<file path="src/rtl/pmod_jstk2_multi.sv">
// pmod_jstk2_multi
// SPI master for up to NUM_DEV Digilent PmodJSTK2 joysticks on a shared
// sck/mosi/miso bus, with one active-low chip select per device.
// Every transaction is 5 bytes. Bytes received: X lo, X hi, Y lo, Y hi, buttons.
// Bytes sent: 0x84,R,G,B,0x00 when an LED update is pending for the target,
// otherwise five 0x00 bytes.
// Reads start from start_read (manual) or from the auto-poll timer
// (round-robin over devices). The FSM state is held in `state` so checkers
// can bind to it.
//
// Ports
//   clk, reset        : clock, asynchronous active-high reset
//   start_read        : one-cycle read request for dev_sel (ignored while busy)
//   dev_sel           : target device for start_read / led_we
//   led_we, led_rgb   : store {R,G,B} for dev_sel and mark its LED update pending
//   sck, cs_n, mosi   : SPI mode 0 master outputs
//   miso              : shared slave data
//   x_position, y_position, fs_buttons : per-device results, device d in slice d
//   btn_jstk, btn_trigger              : fs_buttons bits 0 / 1 per device
//   data_valid, valid_dev              : result-update strobe and its device index
//   read_in_progress                   : high whenever the FSM is not IDLE
//
// Handshake: data_valid is a one-cycle strobe with no back-pressure. It is
// high for exactly the cycle in which the valid_dev outputs first show new
// data. The consumer samples the outputs in that cycle or later.
module pmod_jstk2_multi #(
    parameter int NUM_DEV      = 2,
    parameter int SCK_HALF     = 50,
    parameter int CS_SETUP_CYC = 1500,
    parameter int BYTE_GAP_CYC = 1000,
    parameter int CS_HOLD_CYC  = 2500,
    parameter int POLL_CYCLES  = 1000000,
    localparam int DW = (NUM_DEV > 1) ? $clog2(NUM_DEV) : 1
) (
    input  logic                   clk,
    input  logic                   reset,
    input  logic                   start_read,
    input  logic [DW-1:0]          dev_sel,
    input  logic                   led_we,
    input  logic [23:0]            led_rgb,
    output logic                   sck,
    output logic [NUM_DEV-1:0]     cs_n,
    output logic                   mosi,
    input  logic                   miso,
    output logic [16*NUM_DEV-1:0]  x_position,
    output logic [16*NUM_DEV-1:0]  y_position,
    output logic [8*NUM_DEV-1:0]   fs_buttons,
    output logic [NUM_DEV-1:0]     btn_jstk,
    output logic [NUM_DEV-1:0]     btn_trigger,
    output logic                   data_valid,
    output logic [DW-1:0]          valid_dev,
    output logic                   read_in_progress
);

    typedef enum logic [2:0] {IDLE, CS_SETUP, SHIFT, BYTE_GAP, CS_HOLD} state_t;

    localparam logic [31:0] SETUP_LAST = 32'(CS_SETUP_CYC - 1);
    localparam logic [31:0] HALF_LAST  = 32'(SCK_HALF - 1);
    localparam logic [31:0] BIT_LAST   = 32'(2 * SCK_HALF - 1);
    localparam logic [31:0] GAP_LAST   = 32'(BYTE_GAP_CYC - 1);
    // CS_HOLD has one extra leading cycle in which cs_n is still low.
    // cs_n rises at the end of that cycle.
    localparam logic [31:0] HOLD_LAST  = 32'(CS_HOLD_CYC);
    localparam logic [31:0] POLL_LAST  = 32'((POLL_CYCLES > 0) ? POLL_CYCLES - 1 : 0);
    localparam logic [DW-1:0] DEV_LAST = DW'(NUM_DEV - 1);

    state_t                 state;
    logic [31:0]            cnt;
    logic [2:0]             bit_idx;
    logic [2:0]             byte_idx;
    logic [DW-1:0]          tgt;
    logic [7:0]             tx_sh;
    logic [39:0]            rx_sh;
    logic                   use_led;
    logic [23:0]            tx_rgb;
    logic [NUM_DEV-1:0]     led_pend;
    logic [24*NUM_DEV-1:0]  led_store;
    logic [31:0]            poll_cnt;
    logic [DW-1:0]          rr;
    logic                   poll_pend;
    logic [DW-1:0]          poll_dev;

    logic                   manual_ok;
    logic                   led_ok;
    logic                   take_manual;
    logic                   take_poll;
    logic                   accept;
    logic [DW-1:0]          sel;
    logic                   poll_expire;
    logic [7:0]             cur_byte;

    always_comb begin
        manual_ok   = start_read && (int'(dev_sel) < NUM_DEV);
        led_ok      = led_we && (int'(dev_sel) < NUM_DEV);
        // A manual request beats a pending poll. The poll stays pending.
        take_manual = (state == IDLE) && manual_ok;
        take_poll   = (state == IDLE) && !manual_ok && poll_pend;
        accept      = take_manual || take_poll;
        sel         = take_manual ? dev_sel : poll_dev;
        poll_expire = (POLL_CYCLES > 0) && (poll_cnt == POLL_LAST);
        case (byte_idx)
            3'd0:    cur_byte = use_led ? 8'h84 : 8'h00;
            3'd1:    cur_byte = use_led ? tx_rgb[23:16] : 8'h00;
            3'd2:    cur_byte = use_led ? tx_rgb[15:8]  : 8'h00;
            3'd3:    cur_byte = use_led ? tx_rgb[7:0]   : 8'h00;
            default: cur_byte = 8'h00;
        endcase
    end

    for (genvar d = 0; d < NUM_DEV; d++) begin : g_btn
        assign btn_jstk[d]    = fs_buttons[8*d];
        assign btn_trigger[d] = fs_buttons[8*d+1];
    end

    always_ff @(posedge clk or posedge reset) begin
        if (reset) begin
            state            <= IDLE;
            cnt              <= '0;
            bit_idx          <= '0;
            byte_idx         <= '0;
            tgt              <= '0;
            tx_sh            <= '0;
            rx_sh            <= '0;
            use_led          <= 1'b0;
            tx_rgb           <= '0;
            led_pend         <= '0;
            led_store        <= '0;
            poll_cnt         <= '0;
            rr               <= '0;
            poll_pend        <= 1'b0;
            poll_dev         <= '0;
            sck              <= 1'b0;
            mosi             <= 1'b0;
            cs_n             <= '1;
            x_position       <= '0;
            y_position       <= '0;
            fs_buttons       <= '0;
            data_valid       <= 1'b0;
            valid_dev        <= '0;
            read_in_progress <= 1'b0;
        end else begin
            data_valid <= 1'b0;

            case (state)
                IDLE: begin
                    if (accept) begin
                        tgt              <= sel;
                        cs_n             <= ~(NUM_DEV'(1) << sel);
                        use_led          <= led_pend[sel];
                        tx_rgb           <= led_store[24*sel +: 24];
                        byte_idx         <= '0;
                        bit_idx          <= '0;
                        cnt              <= '0;
                        rx_sh            <= '0;
                        read_in_progress <= 1'b1;
                        state            <= CS_SETUP;
                    end
                end
                CS_SETUP, BYTE_GAP: begin
                    if (cnt == ((state == CS_SETUP) ? SETUP_LAST : GAP_LAST)) begin
                        // Load the next byte; the first bit goes out while sck is low.
                        cnt   <= '0;
                        tx_sh <= cur_byte;
                        mosi  <= cur_byte[7];
                        state <= SHIFT;
                    end else begin
                        cnt <= cnt + 32'd1;
                    end
                end
                SHIFT: begin
                    if (cnt == HALF_LAST) begin
                        // Rising sck edge: miso was driven on the previous fall.
                        sck   <= 1'b1;
                        rx_sh <= {rx_sh[38:0], miso};
                        cnt   <= cnt + 32'd1;
                    end else if (cnt == BIT_LAST) begin
                        sck <= 1'b0;
                        cnt <= '0;
                        if (bit_idx == 3'd7) begin
                            bit_idx <= '0;
                            mosi    <= 1'b0;
                            if (byte_idx == 3'd4) begin
                                state <= CS_HOLD;
                            end else begin
                                byte_idx <= byte_idx + 3'd1;
                                state    <= BYTE_GAP;
                            end
                        end else begin
                            bit_idx <= bit_idx + 3'd1;
                            mosi    <= tx_sh[6];
                            tx_sh   <= {tx_sh[6:0], 1'b0};
                        end
                    end else begin
                        cnt <= cnt + 32'd1;
                    end
                end
                CS_HOLD: begin
                    if (cnt == 32'd0) begin
                        // Deselect and publish all three results together.
                        // Receive order: X lo, X hi, Y lo, Y hi, buttons.
                        cs_n                      <= '1;
                        data_valid                <= 1'b1;
                        valid_dev                 <= tgt;
                        x_position[16*tgt +: 16]  <= {rx_sh[31:24], rx_sh[39:32]};
                        y_position[16*tgt +: 16]  <= {rx_sh[15:8], rx_sh[23:16]};
                        fs_buttons[8*tgt +: 8]    <= rx_sh[7:0];
                        if (use_led) begin
                            led_pend[tgt] <= 1'b0;
                        end
                    end
                    if (cnt == HOLD_LAST) begin
                        cnt              <= '0;
                        read_in_progress <= 1'b0;
                        state            <= IDLE;
                    end else begin
                        cnt <= cnt + 32'd1;
                    end
                end
                default: state <= IDLE;
            endcase

            // Placed after the FSM so that a same-cycle LED write wins over the clear.
            if (led_ok) begin
                led_pend[dev_sel]            <= 1'b1;
                led_store[24*dev_sel +: 24]  <= led_rgb;
            end

            if (POLL_CYCLES > 0) begin
                poll_cnt <= poll_expire ? 32'd0 : poll_cnt + 32'd1;
            end
            if (take_poll) begin
                poll_pend <= 1'b0;
            end
            // Only one poll can be pending. An expiry that finds one already
            // pending is dropped and does not advance the round-robin pointer.
            if (poll_expire && (!poll_pend || take_poll)) begin
                poll_pend <= 1'b1;
                poll_dev  <= rr;
                rr        <= (rr == DEV_LAST) ? '0 : rr + 1'b1;
            end
        end
    end

endmodule

</file>
<file path="config.mk">
export PLATFORM = sky130hd
export DESIGN_NAME = pmod_jstk2_multi
export DESIGN_NICKNAME = d
export VERILOG_FILES = /design/src/rtl/pmod_jstk2_multi.sv
export SDC_FILE = /design/constraint.sdc
export NUM_CORES = 1
export LEC_CHECK = 0
export ABC_CLOCK_PERIOD_IN_PS = 15700
export CORE_MARGIN = 1.5
export CORE_UTILIZATION = 45
export DETAILED_ROUTE_END_ITERATION = 7
export GPL_ROUTABILITY_DRIVEN = 0
export PLACE_DENSITY_LB_ADDON = 0.08
export RECOVER_POWER = 100
export SETUP_SLACK_MARGIN = 0.02
export SYNTH_ARGS = -nofsm -noshare
export SYNTH_HDL_FRONTEND = slang
export SYNTH_SLANG_ARGS = --single-unit
export TNS_END_PERCENT = 10
</file>
<file path="constraint.sdc">
create_clock -name clk -period 15.7 [get_ports clk]
set_input_delay 1.57 -clock clk [delete_from_list [all_inputs] [get_ports clk]]
set_output_delay 1.57 -clock clk [all_outputs]
set_load 0.02 [all_outputs]
</file>
Yosys cells after proc, flatten, opt, wreduce, memory -nomap -nowiden
Index checks and enable logic that the tools add are counted.
{ "word_totals": {"input_bits": 30, "out_inout_bits": 91, "register_bits": 286} }
{ "op_classes": {"mul": 2, "n_mux": 72, "add_sub_neg": 8, "bitwise": 4, "shifts": 9, "n_lt_le_gt_ge": 5, "n_reduce_logical": 32, "eq_ne": 24} }
{ "ops": {"columns": ["op", "count"], "rows": [
  ["2-to-1 mux 32 bit", 6],
  ["one-hot mux 32 bit (4 select lines)", 1],
  ["2-to-1 mux 40 bit", 2],
  ["one-hot mux 40 bit (2 select lines)", 1],
  ["variable part select 16 x 34 -> 32 bit", 2],
  ["adder 32 x 1 -> 32 bit, second input constant", 2],
  ["bitwise mux 32 bit", 2],
  ["bitwise mux 48 bit", 1],
  ["variable shift 24 x 34 -> 48 bit, first input constant", 1],
  ["variable part select 24 x 34 -> 48 bit", 1],
  ["variable part select 48 x 7 -> 24 bit", 1],
  ["2-to-1 mux 3 bit", 15],
  ["negator 4 -> 34 bit", 1],
  ["negator 5 -> 34 bit", 1],
  ["negator 6 -> 34 bit", 1],
  ["variable shift 16 x 34 -> 32 bit, first input constant", 1],
  ["variable shift 8 x 34 -> 16 bit, first input constant", 1],
  ["variable part select 8 x 34 -> 16 bit", 1],
  ["== test 32 x 11 -> 1 bit", 1],
  ["== test 32 x 12 -> 1 bit, second input constant", 1],
  ["== test 32 x 20 -> 1 bit, second input constant", 1],
  ["== test 32 x 6 -> 1 bit, second input constant", 1],
  ["== test 32 x 7 -> 1 bit, second input constant", 1],
  ["logical NOT 32 bit", 1],
  ["other kinds (38)", 109]
]} }

Depth between registers and ports, before layout
{ "depth": {"word_depth": 11, "depth_mapped": 9, "ltp_nobuf": 8} }

Worst setup path before layout
OpenSTA, ideal clock, no wires.
{ "synth_timing": {"path_kind": "input-to-reg", "from": "input port start_read", "to": "register cnt[13]", "arrival_ns": 2.937, "path_slack_ns": 12.631, "path_stages": 7, "setup_time_ns": 0.133, "t_required_ns": 15.567, "n_path_buf": 1, "path_cell_list": "or4_1 -> o21a_1 -> clkbuf_1 -> and2_1 -> a31o_2 -> nand2_1 -> o21ai_0"} }
{ "synth_between": {"elab_chain_cells": 6, "elab_cells_between_ends": 7, "classes_between": "1 x eq/ne; 6 x reduce/logical"} }
{ "synth_rtl": {"columns": ["element", "line", "text"], "rows": [
  ["start, declared", "37", "input logic start_read,"],
  ["logical NOT 1 bit", "97", "take_poll = (state == IDLE) && !manual_ok && poll_pend;"],
  ["logical AND 1 bit (2 in a row)", "97", null],
  ["logical OR 1 bit (*)", "98", "accept = take_manual || take_poll;"],
  ["!= test 2 bit (no line) (*)", null, null],
  ["AND reduction 2 bit (no line) (*)", null, null],
  ["end signal, assigned", "167", "cnt <= cnt + 32'd1;"],
  ["end signal, assigned", "175", "cnt <= cnt + 32'd1;"],
  ["end signal, assigned", "194", "cnt <= cnt + 32'd1;"],
  ["end, declared", "68", "logic [31:0] cnt;"]
]} }
Mark *: on every way between the ends. The rest lies on a longest branch, timed or not.
A chain may end at the register's enable or synchronous reset.

==> results.md <==
* Vias per cell at 5.33
* Setup TNS at 0 ns
* Cts-stage hold buffer count at 0
* Post-synthesis cell count at 1,079
* Initial Util at 45.9%
* Relative slew slack at -314%
* Register area share after synthesis at 57.7%
* Final instance area at 14,800 um^2
* PwrDens at 104 nW/um^2
* Gr usage total at 18.4%
* Power Total at 1.54 mW
* Comb pwr share at 3.3%
* Root Buffer: clkbuf_16
* Setup CP Type: in2async
* Layout cells sized above 1 at 16.7%
* Area fraction of the dominant cell type after synthesis at 57.3%
* Worst Clk Skew at 0.0104 ns
* FF-to-FF Start: cnt[25]$_DFFE_PP0P_
* Asr flop ratio synth at 100%
* Failing checks: max-capacitance violations, max-slew violations
* CTS Sinks at 286
* Final setup vio count at 0
* Seq pwr share at 49.7%
* Syn-to-layout area delta at 19.5%
* Largest net degree at the start of global routing at 142
* Fillers at 2,319
* Number of gates resized after cts at 0
* Crit. End Element: async pin
* Slew Limit Fails at 440
* Routed wire length at 25,300 um
* First-pass GRT wire length at 42,800 um
* IO buf count at 120
* Leak Pwr at 7.07 nW
* Area after DPL at 13,900 um^2
* RSZ-0062 raised after global routing: no
* Max Root-Sink Buffers at 3
* CTS Buf Count at 31
* Worst slew pin tran at 6.18 ns
* CP arrival at 6.82 ns
* Final period util at 39.8%
* Most common cell after layout, fill and taps aside: dfrtp_1
* Top cells by area, synth: dfrtp_1 57%, mux2_2 12%, nand2_1 5.2%
* DRT iter0 DRCs at 472
* TritonRoute pass-1 iters at 5
* DRC Markers at 0
* Syn Area/Cell at 11.5 um^2
* Synth Cell Area at 12,400 um^2
* Initial antenna violation count at 0
* CP Max Fanout at 141
* Setup crit start: reset
* Synth Net Count at 1,120
* Synth Register Bits at 286
* Hold wc startpoint: poll_cnt[4]$_DFF_PP0_
* Hold Crit Class: reg2reg
* Diodes inserted at 0
* Distinct cells, synth at 57
* Vias at 8,228
* Reg clk slew, reported paths at 0.06 ns
* Maximum vdd drop at 0.0757 mV
* Wirelength per Cell at 16.4 um
* Max Fclk at 160 MHz
* Most frequent cells in the layout: 284 x dfrtp_1, 171 x nand2_1, 136 x mux2_2
* Synth warn at 0
* Setup crit start kind: input pin
* Detailed placer's ending HPWL at 16,400 um
* Psw at 0.323 mW
* Clock latency on the worst-skew pair at 0.56 ns
* Setup Fix Bufs, Post-CTS at 0
* Core area at 27,000 um^2
* Area leader, netlist: dfrtp_1
* Chip Height at 169 um
* Status: complete, but fails checks
* Hold Vio Cnt, Final at 0
* Die footprint at 28,600 um^2
* Worst EP required at 16.26 ns
* TritonCTS clock tree: built
* Final period demand of the worst path at 6.25 ns
* Vias in the first global route at 8,196
* H-Tree Depth at 1
* Util after Layout at 54.8%
* Max-Cap Viols at 9
* Hold Worst Slack at 0.468 ns
* Post-synth EDFFs at 0
* Clk pwr share at 47.0%
* Cell row count at 60
* Total grt overflow at 0
* Final-stage net count at 1,226
* Net Sw Frac at 21.0%
* Die width at 169 um
* DRT antenna net count at 0
* Top_reg_cell synth: dfrtp_1
* I/O pin count at 121
* P_int at 1.22 mW
-- synth_stat cells, types with 5 or more instances --
library cell,instances
a21oi_1,8
a222oi_1,6
a22o_1,7
and3_1,19
and4_1,7
buf_2,9
buf_4,8
clkbuf_1,35
dfrtp_1,284
ha_1,11
inv_1,19
mux2_2,136
mux2i_1,27
nand2_1,171
nand3_1,27
nand4_1,14
nor2_1,49
nor2b_1,5
nor3_1,12
nor4_1,16
o21ai_0,99
o22ai_1,7
xnor2_1,27
xor2_1,21
-- state kept, by name, indices dropped and copies added, names as in the netlist, 2 cells and up --
| signal | cells |
|---|---|
| bit_idx | 3 |
| led_store | 48 |
| cnt | 32 |
| tx_rgb | 24 |
| poll_cnt | 32 |
| x_position | 32 |
| cs_n | 2 |
| led_pend | 2 |
| y_position | 32 |
| byte_idx | 3 |
| rx_sh | 40 |
| fs_buttons | 16 |
| state | 3 |
| tx_sh | 7 |
-- layout make-up --
cell class                      count  area (um^2)  area share, %
Inverter                           19         72.6          0.490
Timing Repair Buffer              130         1250           8.46
Sequential cell                   286         7160           48.3
Clock inverter                     10          144          0.971
Clock buffer                       42          867           5.85
Tap cell                          341          427           2.88
Multi-Input combinational cell    717         4900           33.0
-- stage by stage --
stage               cells  worst slack [ns]
floorplan            1079              6.24
global placement     1493             11.71
detailed placement   1493             11.66
CTS                  1545             12.00
global route         1545              8.33
finish               1545              9.45
-- per-layer routing --
metal	vias to the layer above	GRT usage [%]	wire, um
li1	3992	-	-
met1	4038	27.0	12600
met2	173	28.8	11300
met3	25	2.74	1060
met4	0	4.19	331
met5	-	0	0
-- worst max-delay path, stage by stage --
cell and delay, ns:
dlygate4sd3_1 0.54, clkinvlp_2 3.41, buf_4 1.14
-- cells by family after synthesis --
group,share of synthesized area [%]
AND/OR/NAND/NOR,13.0
flip-flops,57.7
multiplexers,14.5
AO/OA/AOI/OAI,7.49
buffers and inverters,2.75
XOR/XNOR,3.39
adder cells (fa/ha/maj),1.11
-- path summary, 6_finish.rpt --
check / end / cells past startpoint / slack (ns)
max: poll_cnt[21]$_DFF_PP0_ / 3 / 9.45
min: poll_cnt[4]$_DFF_PP0_ / 1 / 0.47
max reg2reg: cnt[29]$_DFFE_PP0P_ / 6 / 10.55
min reg2reg: poll_cnt[4]$_DFF_PP0_ / 1 / 0.47
max in group clk: cnt[29]$_DFFE_PP0P_ / 6 / 10.55
min in group asynchronous: x_position[4]$_DFFE_PP0P_ / 2 / 3.42
-- power by group through the flow --
stage          Sequential (mW)  Clock (mW)  Combinational [mW]
2_1_floorplan            0.775           0              0.0354
3_3_place_gp             0.778           0              0.0520
3_5_place_dp             0.778           0              0.0534
4_1_cts                  0.765       0.743              0.0536
5_1_grt                  0.767       0.773              0.0580
6_report                 0.765       0.722              0.0510
(Power assumes the default switching activity.)
